--- config.mk ---
export PLATFORM = sky130hd
export DESIGN_NAME = pipe_exe_operand
export DESIGN_NICKNAME = d
export VERILOG_FILES = /design/src/rtl/pipe_pkg.sv /design/src/rtl/pipe_exe_operand_fwd_sel.sv /design/src/rtl/pipe_exe_operand.sv
export SDC_FILE = /design/constraint.sdc
export NUM_CORES = 1
export LEC_CHECK = 0
export BUFFER_PORTS_ARGS = -buffer_cell sky130_fd_sc_hd__buf_2
export CAP_MARGIN = 20
export CORE_AREA = 2 2 146 148
export CTS_BUF_LIST = sky130_fd_sc_hd__clkbuf_2
export DETAILED_ROUTE_END_ITERATION = 6
export DIE_AREA = 0 0 148 150
export GPL_TIMING_DRIVEN = 0
export PLACE_DENSITY = 0.66
export SETUP_SLACK_MARGIN = 0.05
export SLEW_MARGIN = 20
export SYNTH_ARGS = -nofsm -noshare
export SYNTH_HDL_FRONTEND = slang
export SYNTH_SLANG_ARGS = --single-unit
--- constraint.sdc ---
create_clock -name clock -period 5.4 [get_ports clock]
set_input_delay 0.27 -clock clock [delete_from_list [all_inputs] [get_ports clock]]
set_output_delay 0.27 -clock clock [all_outputs]
set_load 0.01 [all_outputs]
--- src/rtl/pipe_pkg.sv ---
// Shared pipeline definitions: datapath width, link register, ALU op codes and
// the payload structs carried by the ID/EXE register.
package pipe_pkg;

  localparam int unsigned XLEN   = 32;
  localparam int unsigned RIDX_W = 5;
  localparam int unsigned ALUC_W = 4;

  localparam logic [RIDX_W-1:0] RA_IDX = 5'd31;

  localparam logic [ALUC_W-1:0] ALU_ADD = 4'b0000;
  localparam logic [ALUC_W-1:0] ALU_SUB = 4'b0100;
  localparam logic [ALUC_W-1:0] ALU_AND = 4'b0001;
  localparam logic [ALUC_W-1:0] ALU_OR  = 4'b0101;
  localparam logic [ALUC_W-1:0] ALU_XOR = 4'b0010;
  localparam logic [ALUC_W-1:0] ALU_LUI = 4'b0110;
  localparam logic [ALUC_W-1:0] ALU_SLL = 4'b0011;
  localparam logic [ALUC_W-1:0] ALU_SRL = 4'b0111;
  localparam logic [ALUC_W-1:0] ALU_SRA = 4'b1111;

  // Control half of the ID/EXE register; all-zero is a bubble.
  typedef struct packed {
    logic              valid;
    logic              wreg;
    logic              m2reg;
    logic              wmem;
    logic [ALUC_W-1:0] aluc;
    logic [RIDX_W-1:0] rn;
    logic              aluimm;
    logic              shift;
    logic              jal;
  } ex_ctrl_t;

  // Data half of the ID/EXE register; meaningless while ctrl.valid is low.
  typedef struct packed {
    logic [RIDX_W-1:0] rs;
    logic [RIDX_W-1:0] rt;
    logic [XLEN-1:0]   qa;
    logic [XLEN-1:0]   qb;
    logic [XLEN-1:0]   imm;
    logic [XLEN-1:0]   pc4;
  } ex_data_t;

endpackage

--- src/rtl/pipe_exe_operand_fwd_sel.sv ---
// One forwarding mux for a single source register: MEM beats WB beats the
// regfile, and r0 is never forwarded.
module fwd_sel
  import pipe_pkg::*;
(
  input  logic [RIDX_W-1:0] idx_i,
  input  logic [XLEN-1:0]   rf_i,
  input  logic              m_wreg_i,
  input  logic              m_m2reg_i,
  input  logic [RIDX_W-1:0] m_rn_i,
  input  logic [XLEN-1:0]   m_alu_i,
  input  logic [XLEN-1:0]   m_mdata_i,
  input  logic              w_wreg_i,
  input  logic [RIDX_W-1:0] w_rn_i,
  input  logic [XLEN-1:0]   w_data_i,
  output logic [XLEN-1:0]   fwd_o
);

  always_comb begin
    fwd_o = rf_i;
    if (idx_i != '0) begin
      if (m_wreg_i && (m_rn_i == idx_i)) begin
        fwd_o = m_m2reg_i ? m_mdata_i : m_alu_i;
      end else if (w_wreg_i && (w_rn_i == idx_i)) begin
        fwd_o = w_data_i;
      end
    end
  end

endmodule

--- src/rtl/pipe_exe_operand.sv ---
// ID/EXE pipeline register with load-use stall detection, MEM/WB forwarding
// and EXE ALU operand selection.
module pipe_exe_operand
  import pipe_pkg::*;
(
  input  logic              clock,
  input  logic              resetn,
  input  logic              d_valid,
  input  logic              d_wreg,
  input  logic              d_m2reg,
  input  logic              d_wmem,
  input  logic [ALUC_W-1:0] d_aluc,
  input  logic              d_aluimm,
  input  logic              d_shift,
  input  logic              d_jal,
  input  logic              d_use_rs,
  input  logic              d_use_rt,
  input  logic [RIDX_W-1:0] d_rs,
  input  logic [RIDX_W-1:0] d_rt,
  input  logic [RIDX_W-1:0] d_rn,
  input  logic [XLEN-1:0]   d_qa,
  input  logic [XLEN-1:0]   d_qb,
  input  logic [XLEN-1:0]   d_imm,
  input  logic [XLEN-1:0]   d_pc4,
  input  logic              flush,
  input  logic              m_wreg,
  input  logic              m_m2reg,
  input  logic [RIDX_W-1:0] m_rn,
  input  logic [XLEN-1:0]   m_alu,
  input  logic [XLEN-1:0]   m_mdata,
  input  logic              w_wreg,
  input  logic [RIDX_W-1:0] w_rn,
  input  logic [XLEN-1:0]   w_data,
  output logic              stall,
  output logic              e_valid,
  output logic              e_wreg,
  output logic              e_m2reg,
  output logic              e_wmem,
  output logic [RIDX_W-1:0] e_rn,
  output logic [ALUC_W-1:0] e_aluc,
  output logic [XLEN-1:0]   e_a,
  output logic [XLEN-1:0]   e_b,
  output logic [XLEN-1:0]   e_sdata
);

  ex_ctrl_t        ctrl_d, ctrl_q;
  ex_data_t        data_d, data_q;
  logic            bubble_c;
  logic [XLEN-1:0] fa_c, fb_c;

  // A load in EXE whose result the ID instruction needs cannot be forwarded yet.
  assign stall = d_valid & ctrl_q.valid & ctrl_q.m2reg & (ctrl_q.rn != '0) &
                 ((d_use_rs & (d_rs == ctrl_q.rn)) | (d_use_rt & (d_rt == ctrl_q.rn)));

  assign bubble_c = stall | flush | ~d_valid;

  always_comb begin
    ctrl_d = '0;
    data_d = '{rs: d_rs, rt: d_rt, qa: d_qa, qb: d_qb, imm: d_imm, pc4: d_pc4};
    if (!bubble_c) begin
      ctrl_d.valid  = 1'b1;
      ctrl_d.wreg   = d_wreg;
      ctrl_d.m2reg  = d_m2reg;
      ctrl_d.wmem   = d_wmem;
      ctrl_d.aluc   = d_jal ? ALU_ADD : d_aluc;
      ctrl_d.rn     = d_jal ? RA_IDX : d_rn;
      ctrl_d.aluimm = d_aluimm;
      ctrl_d.shift  = d_shift;
      ctrl_d.jal    = d_jal;
    end
  end

  always_ff @(posedge clock or negedge resetn) begin
    if (!resetn) begin
      ctrl_q <= '0;
      data_q <= '0;
    end else begin
      ctrl_q <= ctrl_d;
      data_q <= data_d;
    end
  end

  fwd_sel u_fwd_rs (
    .idx_i     (data_q.rs),
    .rf_i      (data_q.qa),
    .m_wreg_i  (m_wreg),
    .m_m2reg_i (m_m2reg),
    .m_rn_i    (m_rn),
    .m_alu_i   (m_alu),
    .m_mdata_i (m_mdata),
    .w_wreg_i  (w_wreg),
    .w_rn_i    (w_rn),
    .w_data_i  (w_data),
    .fwd_o     (fa_c)
  );

  fwd_sel u_fwd_rt (
    .idx_i     (data_q.rt),
    .rf_i      (data_q.qb),
    .m_wreg_i  (m_wreg),
    .m_m2reg_i (m_m2reg),
    .m_rn_i    (m_rn),
    .m_alu_i   (m_alu),
    .m_mdata_i (m_mdata),
    .w_wreg_i  (w_wreg),
    .w_rn_i    (w_rn),
    .w_data_i  (w_data),
    .fwd_o     (fb_c)
  );

  assign e_valid = ctrl_q.valid;
  assign e_wreg  = ctrl_q.wreg;
  assign e_m2reg = ctrl_q.m2reg;
  assign e_wmem  = ctrl_q.wmem;
  assign e_rn    = ctrl_q.rn;
  assign e_aluc  = ctrl_q.aluc;

  // jal computes pc4 + 4 (the return address); shifts take shamt from imm[10:6].
  assign e_a = ctrl_q.jal   ? data_q.pc4 :
               ctrl_q.shift ? XLEN'(data_q.imm[10:6]) : fa_c;
  assign e_b = ctrl_q.jal    ? XLEN'(4) :
               ctrl_q.aluimm ? data_q.imm : fb_c;
  assign e_sdata = fb_c;

endmodule

==> metrics.cfg, run 1 <==
[power]
power.switching_mw=0.819
internal-power_mw=1.76
pwr-share-comb_pct=23.8
leakage_nw=6.05
power.total_mw=2.58
p_seq_share_pct=48.1
p_sw_share_pct=31.8
power_density_nw_per_um2=217
p_clk_share_pct=28.1
peakVddDrop_uv=127

[yosys]
syn_avg_cell_area_um2=10.3
ys_warn_count=0
synth_commonest_cells=dfrtp_1 (154), nand2_1 (68), inv_1 (62), clkbuf_1 (42)
ys.flop_type=dfrtp_1
ys_ff_latch=154
ys_async_sr_fraction_pct=100
yosys.area.top_type=dfrtp_1
ys_top_cells_by_area=dfrtp_1 (51%), mux2i_1 (4.4%), o32a_1 (4.1%), a21bo_1 (4.0%), a221oi_1 (3.6%)
synth_cells=733
synth_area_um2=7530
synth-edff-count=0
ys_types=46
ys_seq_area_share_pct=51.2
synth_top_cell_area_share_pct=51.2
synth_most_common_cell=dfrtp_1
synth_nets=1001

[timing]
worst_pin_slew_ns=0.826
tns_ns=0
whs_ns=0.132
fin_crit_sh_pct=69.8
max_clock_freq_mhz=265
clock-skew-final_ns=0.0440
final.min_clock_period_ns=3.77
setup_viol=0
hold_viol=0
finalMaxSlewViolations=0
rsz0062_at_grt=false
relSlewSlack_pct=44.4
layout_setup_ws_ns=1.63

[setup_path]
timing.rr.end=e_rn[3]
slowest_delay_ns=0.58
worstPathRequired_ns=5.13
rr_worst_depth=8
r2r-start=e_rn[3]
reg2reg_slack_ns=2.16
arrival_ns=3.50
startpoint_type=register
crit_type=register to output pin
crit_path_max_fanout=10
crit_chain=nor3_1 > nand2_1 > nand4_1 > clkbuf_1 > a31oi_1 > a221oi_1 > buf_2
slowest_stage=clkbuf_1
critPathCaptureType=output pin

[detailed_routing]
wl_mm=33.2
wl_per_cell_um=20.7
drc=0
drtPass1Iterations=5
drt-initial-drc-count=498
num_vias=8352
ant_nets=0
vias_per_cell=5.22

[floorplan]
chipWidth_um=148
io_pins=378
num_rows=53
core_um2=20700
die-area_um2=22200
dieHeight_um=150
start_util_pct=36.4

[placed_design]
hpwl_mm=22.8
place_area_um2=9790
place_inst=1384
gp_congestion=0.899
post-place-ws_ns=2.37
io_buffers=375

[grt]
overflow=0
grt_pass1_vias=8557
antenna_found_initial=2
grt_pass1_wl_mm=48.8
grt_max_degree=95
grt_use_total_pct=29.3

[cts]
numCtsBuffers=17
clk_latency_ns=0.76
clockBufferDepth=2
cts_tree=done
cts_resized=0
cts.sinks=154
cts_hold_buf=171
htree_levels=4
clockRootBuffer=clkbuf_2
clk_pin_slew_ns=0.28
post_cts_buffers=0

[final_layout]
fillers=1799
area_growth_pct=57.9
stdcell_count=1599
fin_area_um2=11900
drive_gt1_share_pct=33.2
nets=1577
post-route-util_pct=57.5

[hold_path]
hold_start=d_imm[8]
min_to=data_q[40]
worstHoldPathType=primary input to register
hold_depth=2

[run_status]
status=completed

[job]
max_cap_viol_count=0

-- cell type report --
cell class                      instances  area (um^2)  area share [%]
Multi-Input combinational cell        444         3080            25.9
Sequential cell                       154         3850            32.4
Clock buffer                           17         85.1           0.716
Clock inverter                         15          181            1.53
Antenna cell                            2         5.00          0.0421
Inverter                               62          233            1.96
Timing Repair Buffer                  557         3740            31.5
Buffer                                 73          362            3.04
Tap cell                              275          344            2.89
-- registers in the layout (all words and copies together), names as in the netlist --
register / cells
e_aluc: 4
e_m2reg: 1
ctrl_q: 3
data_q: 138
e_wreg: 1
e_wmem: 1
e_rn: 5
e_valid: 1
-- per-layer routing --
layer	part of all wire, %	global-route usage, %	wire length, um
met5	0	0	0
met4	3.1	9.86	1020
met3	7.6	7.44	2540
met2	51	52.7	17000
met1	38	34.1	12600
-- worst max-delay path by stage --
stage	start	to	slack, ns	cells after the start
after global routing	data_q[128]	e_b[30]	1.26	7
after floorplan	data_q[129]	e_b[22]	3.24	7
final	data_q[128]	e_b[22]	1.63	7
after CTS	data_q[128]	e_b[30]	1.48	7
after global placement	resetn	data_q[130]	1.69	1
after detailed placement	data_q[128]	e_b[30]	2.37	7
-- critical path: cells and delay by family (launching register included) --
family,cells,cell delay (ns)
AND/OR/NAND/NOR,3,0.92
buffers and inverters,2,0.79
flip-flops,1,0.47
AO/OA/AOI/OAI,2,0.60
-- layout by cell type, fill, tap and decap left out, drive strengths merged, types with 4 or more instances in the layout --
cell,instances
buf,408
dlygate4sd3,180
dfrtp,154
inv,71
nand2,68
clkbuf,59
nor3,33
mux2i,33
o32a,31
a31oi,31
a221oi,31
a21bo,31
a21oi,30
o31ai,30
o21ai,29
xnor2,22
and2,13
xor2,8
nor2,7
nand4,7
o22ai,5
o21a,5
and3b,4
clkinv,4
-- cells by family (layout without fill, tap and decap cells) --
family          count (synthesis)  after routing  synth area share (%)
other cells                     0              2                     0
buf+inv                       135            724                  7.89
compound gates                238            238                  23.9
mux                            33             33                  4.39
simple gates                  143            143                  9.14
xor+xnor                       30             30                  3.49
flops                         154            154                  51.2
-- power by group through the flow --
stage / clock (mW) / sequential [mW] / combinational, mW
4_1_cts: 0.737 / 1.24 / 0.598
3_5_place_dp: 0 / 1.26 / 0.497
3_3_place_gp: 0 / 1.26 / 0.490
2_1_floorplan: 0 / 1.25 / 0.231
5_1_grt: 0.800 / 1.25 / 0.664
6_report: 0.724 / 1.24 / 0.614
Power figures use the tool's default switching activity.
==> run 2, diff against run 1 <==
--- a/config.mk
+++ b/config.mk
@@ -5,14 +5,15 @@
 export SDC_FILE = /design/constraint.sdc
 export NUM_CORES = 1
 export LEC_CHECK = 0
+export ABC_AREA = 1
 export BUFFER_PORTS_ARGS = -buffer_cell sky130_fd_sc_hd__buf_2
 export CAP_MARGIN = 20
-export CORE_AREA = 2 2 146 148
+export CORE_AREA = 2 2 145 147
 export CTS_BUF_LIST = sky130_fd_sc_hd__clkbuf_2
 export DETAILED_ROUTE_END_ITERATION = 6
-export DIE_AREA = 0 0 148 150
+export DIE_AREA = 0 0 147 149
 export GPL_TIMING_DRIVEN = 0
-export PLACE_DENSITY = 0.66
+export PLACE_DENSITY = 0.71
 export SETUP_SLACK_MARGIN = 0.05
 export SLEW_MARGIN = 20
 export SYNTH_ARGS = -nofsm -noshare
==> constraint.sdc (replaced) <==
create_clock -name clock -period 3.2 [get_ports clock]
set_input_delay 0.16 -clock clock [delete_from_list [all_inputs] [get_ports clock]]
set_output_delay 0.16 -clock clock [all_outputs]
set_load 0.01 [all_outputs]
==> run 2 against run 1 <==
Compared with the run above: routed wire length up 6.4%; sequential power up 69%; register-to-register slack worse by 1.3 ns; critical path type unchanged; clock skew down 0.025 ns; critical path depth up 4; synthesized cell count up 42%; area after synthesis up 4.2%; first-iteration DRC count up 17%; total power up 70%; combinational power up 92%.
==> metrics.cfg, run 2 <==
[yosys]
ys_top_cells_by_area=dfrtp_1 (49%), nand2_1 (15%), inv_1 (6.2%), nor2_1 (5.9%), nand3_1 (4.3%)
yosys.area.top_type=dfrtp_1
synth_commonest_cells=nand2_1 (309), dfrtp_1 (154), inv_1 (129), nor2_1 (123), nand3_1 (68)
syn_avg_cell_area_um2=7.54  ; -27%
ys_types=29  ; -37%
synth_area_um2=7840  ; +4.2%
ys_seq_area_share_pct=49.1  ; -2.0 points
ys_ff_latch=154  ; unchanged
synth-edff-count=0  ; unchanged
ys_warn_count=0  ; unchanged
synth_most_common_cell=nand2_1
synth_nets=1308  ; +31%
synth_top_cell_area_share_pct=49.1  ; -2.0 points
ys.flop_type=dfrtp_1
ys_async_sr_fraction_pct=100  ; unchanged
synth_cells=1040  ; +42%

[setup_path]
path_depth=11  ; +4
endpoint=e_a[8]
crit_chain=inv_2 > nand2_1 > nand2_1 > nor2_4 > nand3_2 > buf_2 > or2_0 > nand3_1 > nand3_1 > nand2_1 > buf_2
worstPathRequired_ns=3.04  ; -2.09 ns
startpoint_type=register
arrival_ns=2.81  ; -0.69 ns
crit_type=register to output pin
startpoint=data_q[136]
rr_worst_depth=10  ; +2
reg2reg_slack_ns=0.89  ; -1.27 ns
critPathCaptureType=output pin
timing.rr.end=ctrl_q[2]
cpLargestDelayFamily=simple AND/OR/NAND/NOR gates
slowest_delay_ns=0.45  ; -0.13 ns
r2r-start=e_rn[1]
crit_path_max_fanout=10  ; unchanged
slowest_stage=dfrtp_1
crit_path_frequent_cell=nand2_1
path_buf_inv=3  ; +1

[grt]
overflow=0  ; unchanged
grt_use_total_pct=31.7  ; +2.4 points
grt_pass1_vias=9875  ; +15%
grt_busiest_layer=met2
met3_usage_pct=6.51  ; -0.93 points
grt_pass1_wl_mm=52.8  ; +8.1%
grt_use_met1_pct=37.4  ; +3.2 points
grt_max_degree=89  ; -6.3%
grtUsageMet2_pct=55.1  ; +2.5 points
antenna_found_initial=3  ; +1

[cts]
clockRootBuffer=clkbuf_2
clk_latency_ns=0.73  ; -0.03 ns
cts_tree=done
numCtsBuffers=17  ; unchanged
clockBufferDepth=2  ; unchanged
htree_levels=4  ; unchanged
cts.sinks=154  ; unchanged
clk_pin_slew_ns=0.24  ; -0.04 ns

[timing]
setup_viol=0  ; unchanged
layout_setup_ws_ns=0.225  ; -1.40 ns
rsz0062_at_grt=true
worst_pin_slew_ns=0.760  ; -0.0663 ns
relSlewSlack_pct=49.3  ; +4.9 points
final.min_clock_period_ns=2.97
whs_ns=0.0588  ; -0.0736 ns
clock-skew-final_ns=0.0191  ; -0.0249 ns
max_clock_freq_mhz=336
tns_ns=0  ; unchanged
hold_viol=0  ; unchanged
fin_crit_sh_pct=93.0
finalMaxSlewViolations=0  ; unchanged

[floorplan]
dieHeight_um=149  ; -0.67%
die-area_um2=21900  ; -1.3%
io_pins=378  ; unchanged
chipWidth_um=147  ; -0.68%
num_rows=53  ; unchanged
start_util_pct=38.1  ; +1.8 points
core_um2=20600  ; -0.64%

[power]
power.total_mw=4.38  ; +70%
leakage_nw=7.23  ; +20%
peakVddDrop_uv=219  ; +72%
power_density_nw_per_um2=335  ; +54%

[placed_design]
gp_congestion=0.868  ; -3.4%
place_inst=1692  ; +22%
hpwl_mm=23.4  ; +2.8%
place_area_um2=10100  ; +3.3%
io_buffers=376  ; +0.27%
post-place-ws_ns=0.721  ; -1.65 ns

[final_layout]
fin_area_um2=13100  ; +10%
top_register=data_q
largest_reg_flops=138  ; unchanged
post-route-util_pct=63.7  ; +6.2 points
stdcell_count=1997  ; +25%
final_cell_mix=buf_2 (390), nand2_1 (308), dlygate4sd3_1 (265), dfrtp_1 (154), inv_1 (129)
layout_commonest_cell=buf_2
area_growth_pct=66.9
fillers=1679  ; -6.7%
nets=1972  ; +25%
drive_gt1_share_pct=27.9  ; -5.3 points

[hold_path]
worstHoldPathType=primary input to register

[job]
max_cap_viol_count=0  ; unchanged

[detailed_routing]
drc=0  ; unchanged
wl_mm=35.3  ; +6.4%
drtPass1Iterations=7  ; +2
vias_per_cell=4.82  ; -7.7%
ant_nets=0  ; unchanged
num_vias=9628  ; +15%
drt-initial-drc-count=583  ; +17%
wl_per_cell_um=17.7  ; -15%

[run_status]
status=completed

-- run 2: worst min-delay path by stage --
| stage | endpoint | depth (start not counted) | from | slack [ns] |
|---|---|---|---|---|
| final | data_q[118] | 2 | d_qa[22] | 0.06 |
| after global routing | data_q[119] | 2 | d_qa[23] | 0.0002 |
| after CTS | data_q[13] | 2 | d_pc4[13] | 0.0006 |
| after detailed placement | e_m2reg | 1 | resetn | 0.13 |
| after global placement | data_q[55] | 1 | d_imm[23] | 0.27 |
| after floorplan | ctrl_q[0] | 0 | resetn | -0.14 |
-- run 2: cells by family (layout without fill, tap and decap cells) --
group | after synthesis | in the layout | synth area share (%)
AND/OR/NAND/NOR | 552 | 552 | 29.7
buffers and inverters | 196 | 873 | 10.4
flip-flops | 154 | 154 | 49.1
AO/OA/AOI/OAI | 106 | 106 | 6.78
multiplexers | 28 | 28 | 3.57
XOR/XNOR | 4 | 4 | 0.447
other | 0 | 5 | 0
-- run 2: layer usage --
layer / vias up / share of wire [%]
met3: 108 / 7.8
met2: 557 / 49
met5: - / 0
met1: 4443 / 38
li1: 4520 / -
met4: 0 / 4.9
-- run 2: cell type report --
type                            instances  area, um^2  area share [%]
Buffer                                 60         327            2.49
Antenna cell                            5        12.5          0.0956
Sequential cell                       154        3850            29.4
Tap cell                              275         344            2.63
Multi-Input combinational cell        690        3200            24.4
Clock buffer                           19        95.1           0.726
Timing Repair Buffer                  645        4610            35.2
Clock inverter                         13         135            1.03
Inverter                              136         510            3.90
-- run 2: power breakdown --
| group | switching, mW | internal, mW | total (mW) |
|---|---|---|---|
| Sequential | 0.0428 | 2.04 | 2.09 |
| Combinational | 0.604 | 0.575 | 1.18 |
| Clock | 0.804 | 0.309 | 1.11 |
| Total | 1.45 | 2.93 | 4.38 |
-- run 2: repair_timing --
action	4_1_cts	5_1_grt
gates cloned	0	0
setup endpoints to repair	34	72
buffers inserted	0	2
hold endpoints to repair	307	0
hold buffers	266	0
resized for setup	4	31
==> run 3, diff against run 2 <==
--- a/config.mk
+++ b/config.mk
@@ -6,14 +6,13 @@
 export NUM_CORES = 1
 export LEC_CHECK = 0
 export ABC_AREA = 1
-export BUFFER_PORTS_ARGS = -buffer_cell sky130_fd_sc_hd__buf_2
 export CAP_MARGIN = 20
-export CORE_AREA = 2 2 145 147
+export CORE_AREA = 2 2 149 151
 export CTS_BUF_LIST = sky130_fd_sc_hd__clkbuf_2
 export DETAILED_ROUTE_END_ITERATION = 6
-export DIE_AREA = 0 0 147 149
+export DIE_AREA = 0 0 151 153
+export DONT_BUFFER_PORTS = 1
 export GPL_TIMING_DRIVEN = 0
-export PLACE_DENSITY = 0.71
 export SETUP_SLACK_MARGIN = 0.05
 export SLEW_MARGIN = 20
 export SYNTH_ARGS = -nofsm -noshare
==> run 3 against run 2 <==
Compared with the run above: area after synthesis unchanged; synthesized cell count did not move; the flow now stops in 4_1_cts.
==> metrics.cfg, run 3 <==
[placed_design]
hpwl_mm=22.1  ; -5.9%
post-place-ws_ns=0.843  ; +0.122 ns
io_buffers=0  ; -100%
place_area_um2=8190  ; -19%
gp_congestion=0.884  ; +1.8%

[floorplan]
io_pins=378  ; unchanged
dieHeight_um=153  ; +2.7%
chipWidth_um=151  ; +2.7%
start_util_pct=36.5  ; -1.6 points
num_rows=54  ; +1.9%

[yosys]
ys_top_cells_by_area=dfrtp_1 (49%), nand2_1 (15%), inv_1 (6.2%), nor2_1 (5.9%), nand3_1 (4.3%)
ys_types=29  ; unchanged
synth_most_common_cell=nand2_1
ys.flop_type=dfrtp_1
ys_ff_latch=154  ; unchanged
synth_area_um2=7840  ; unchanged
yosys.area.top_type=dfrtp_1
ys_async_sr_fraction_pct=100  ; unchanged
synth_top_cell_area_share_pct=49.1  ; unchanged
ys_warn_count=0  ; unchanged
synth_cells=1040  ; unchanged
ys_seq_area_share_pct=49.1  ; unchanged
syn_avg_cell_area_um2=7.54  ; unchanged
synth_nets=1308  ; unchanged
synth-edff-count=0  ; unchanged
synth_commonest_cells=nand2_1 (309), dfrtp_1 (154), inv_1 (129), nor2_1 (123), nand3_1 (68)

[cts]
clockBufferDepth=2  ; unchanged
cts.sinks=154  ; unchanged
numCtsBuffers=17  ; unchanged
htree_levels=4  ; unchanged
cts_hold_buf=271  ; +1.9%
post_cts_buffers=0  ; unchanged
clockRootBuffer=clkbuf_2
cts_resized=4  ; unchanged

[run_status]
stop_error=[ERROR RSZ-0060] Max buffer count reached.
status=stopped before the end
lastStage=4_1_cts

## run 3: cell counts after synthesis
No cell type changed its count.
## run 3: cells by family after synthesis
logic type      synth area share, %
compound gates                 6.78
xor+xnor                      0.447
buf+inv                        10.4
flops                          49.1
mux                            3.57
simple gates                   29.7
## run 3: stage by stage
stage                     cells  utilization [%]
after detailed placement   1320             38.1
after global placement     1320             38.1
after floorplan            1040                -
==> run 4, diff against run 3 <==
--- a/config.mk
+++ b/config.mk
@@ -7,13 +7,11 @@
 export LEC_CHECK = 0
 export ABC_AREA = 1
 export CAP_MARGIN = 20
-export CORE_AREA = 2 2 149 151
-export CTS_BUF_LIST = sky130_fd_sc_hd__clkbuf_2
+export CORE_UTILIZATION = 35
 export DETAILED_ROUTE_END_ITERATION = 6
-export DIE_AREA = 0 0 151 153
 export DONT_BUFFER_PORTS = 1
 export GPL_TIMING_DRIVEN = 0
-export SETUP_SLACK_MARGIN = 0.05
+export PLACE_DENSITY_LB_ADDON = 0.15
 export SLEW_MARGIN = 20
 export SYNTH_ARGS = -nofsm -noshare
 export SYNTH_HDL_FRONTEND = slang
==> constraint.sdc (replaced) <==
create_clock -name clock -period 4.2 [get_ports clock]
set_input_delay 0.21 -clock clock [delete_from_list [all_inputs] [get_ports clock]]
set_output_delay 0.21 -clock clock [all_outputs]
set_load 0.01 [all_outputs]
==> run 4 against run 3 <==
Compared with the run above: the flow now finishes without violations.
==> metrics.cfg, run 4 (synthesis gave the netlist of run 2 again) <==
[final_layout]
nets=1490
diodes=0
fin_area_um2=10400
layout_commonest_cell=nand2_1
final_cell_mix=nand2_1 (309), dlygate4sd3_1 (162), dfrtp_1 (154), inv_1 (129), nor2_1 (123)
post-route-util_pct=47.6
ff_latch_area_um2=3850
multi_input_area_um2=3180
area_growth_pct=32.8
top_register=data_q
largest_reg_flops=138
drive_gt1_share_pct=6.64
fillers=2204

[grt]
overflow=0
grt_pass1_wl_mm=41.7
grt_max_degree=155
grt_use_total_pct=25.3
grt_pass1_vias=7318
antenna_found_initial=0

[placed_design]
gp_congestion=0.867  ; -1.8%
place_area_um2=8190  ; unchanged
hpwl_mm=22.0  ; -0.14%
io_buffers=0  ; unchanged

[detailed_routing]
highest_layer=met4
wl_met1_mm=11.8
vias_per_cell=4.79
drc=0
wl_per_cell_um=19.3
drtPass1Iterations=7
wl_met3_mm=2.23
ant_nets=0
num_vias=7250
wl_met2_mm=14.6
drt-initial-drc-count=289
wl_mm=29.3

[setup_path]
critPathCaptureType=output pin
crit_type=register to output pin
crit_path_frequent_cell=nand2_1
arrival_ns=2.67
worstPathRequired_ns=3.99
startpoint_type=register
crit_path_max_fanout=10
slowest_stage=dfrtp_1
slowest_delay_ns=0.41
crit_chain=inv_1 > nand2_1 > nand2_1 > nor2_1 > nand3_1 > nand2_1 > nand2_1 > clkbuf_1 > nand2_1 > nand2_1 > a21oi_1

[timing]
tns_ns=0
finalMaxSlewViolations=0
setup_viol=0
worst_pin_slew_ns=0.802
rsz0062_at_grt=false
whs_ns=0.0620
hold_viol=0
max_clock_freq_mhz=347
clock-skew-final_ns=0.00974
final.min_clock_period_ns=2.88
fin_crit_sh_pct=68.7
relSlewSlack_pct=46.5

[power]
power_density_nw_per_um2=352
p_sw_share_pct=30.0
p_clk_share_pct=41.1
peakVddDrop_uv=205
internal-power_mw=2.57
p_seq_share_pct=43.1
power.switching_mw=1.10
pwr-share-comb_pct=15.8
leakage_nw=5.36
power.total_mw=3.67

[cts]
post_cts_buffers=0  ; unchanged
clockBufferDepth=2  ; unchanged
htree_levels=4  ; unchanged
cts.sinks=154  ; unchanged
clk_pin_slew_ns=0.07
cts_resized=0  ; -4
clockRootBuffer=clkbuf_16
cts_tree=done
numCtsBuffers=17  ; unchanged
cts_hold_buf=163  ; -40%
clk_latency_ns=0.43

[hold_path]
worstHoldPathType=primary input to register

[floorplan]
start_util_pct=35.8  ; -0.68 points
io_pins=378  ; unchanged
die-area_um2=23000
chipWidth_um=152  ; +0.46%
dieHeight_um=152  ; -0.86%
core_um2=21900
num_rows=54  ; unchanged

[job]
max_cap_viol_count=0

[run_status]
status=completed

-- run 4: path summary, 6_finish.rpt --
path / from / to / slack, ns / cells after the start
worst max-delay path: data_q[131] / e_b[11] / 1.32 / 11
worst min-delay path: d_jal / ctrl_q[0] / 0.06 / 2
worst max register to register: e_rn[1] / e_aluc[1] / 2.27 / 10
worst min register to register: e_valid / ctrl_q[2] / 0.90 / 3
max in group asynchronous: resetn / data_q[47] / 3.13 / 2
min in group asynchronous: resetn / e_valid / 0.41 / 2
-- run 4: layer usage --
metal | track usage [%] | up-vias
met2 | 44.2 | 295
met5 | 0 | -
met1 | 30.0 | 3372
met4 | 7.72 | 0
met3 | 7.13 | 37
li1 | - | 3546
-- run 4: layout make-up --
| class | instances | area share, % |
|---|---|---|
| clock buffers | 17 | 4.08 |
| plain buffers | 60 | 2.90 |
| repair buffers | 163 | 15.8 |
| multi-input cells | 690 | 30.5 |
| inverters | 136 | 4.90 |
| well taps | 280 | 3.36 |
| clock inverters | 15 | 1.42 |
| flip-flops and latches | 154 | 37.0 |
-- run 4: per-stage QoR --
step           setup slack [ns]  instances
5_1_grt                    1.02       1515
2_1_floorplan              2.50       1040
3_3_place_gp               1.75       1320
4_1_cts                    1.25       1515
3_5_place_dp               1.74       1320
6_report                   1.32       1515
-- run 4: power groups by stage --
stage,Combinational [mW],Sequential [mW],Clock [mW]
final,0.578,1.58,1.51
after global routing,0.648,1.59,1.60
after CTS,0.583,1.58,1.55
after detailed placement,0.425,1.61,0
after global placement,0.423,1.61,0
after floorplan,0.315,1.60,0
-- run 4: worst max-delay path, delay by kind of cell (launching register included) --
family,cells,cell delay (ns)
and+or+nand+nor,8,1.08
DFF,1,0.41
buffers and inverters,2,0.39
AOI/OAI and AO/OA,1,0.37
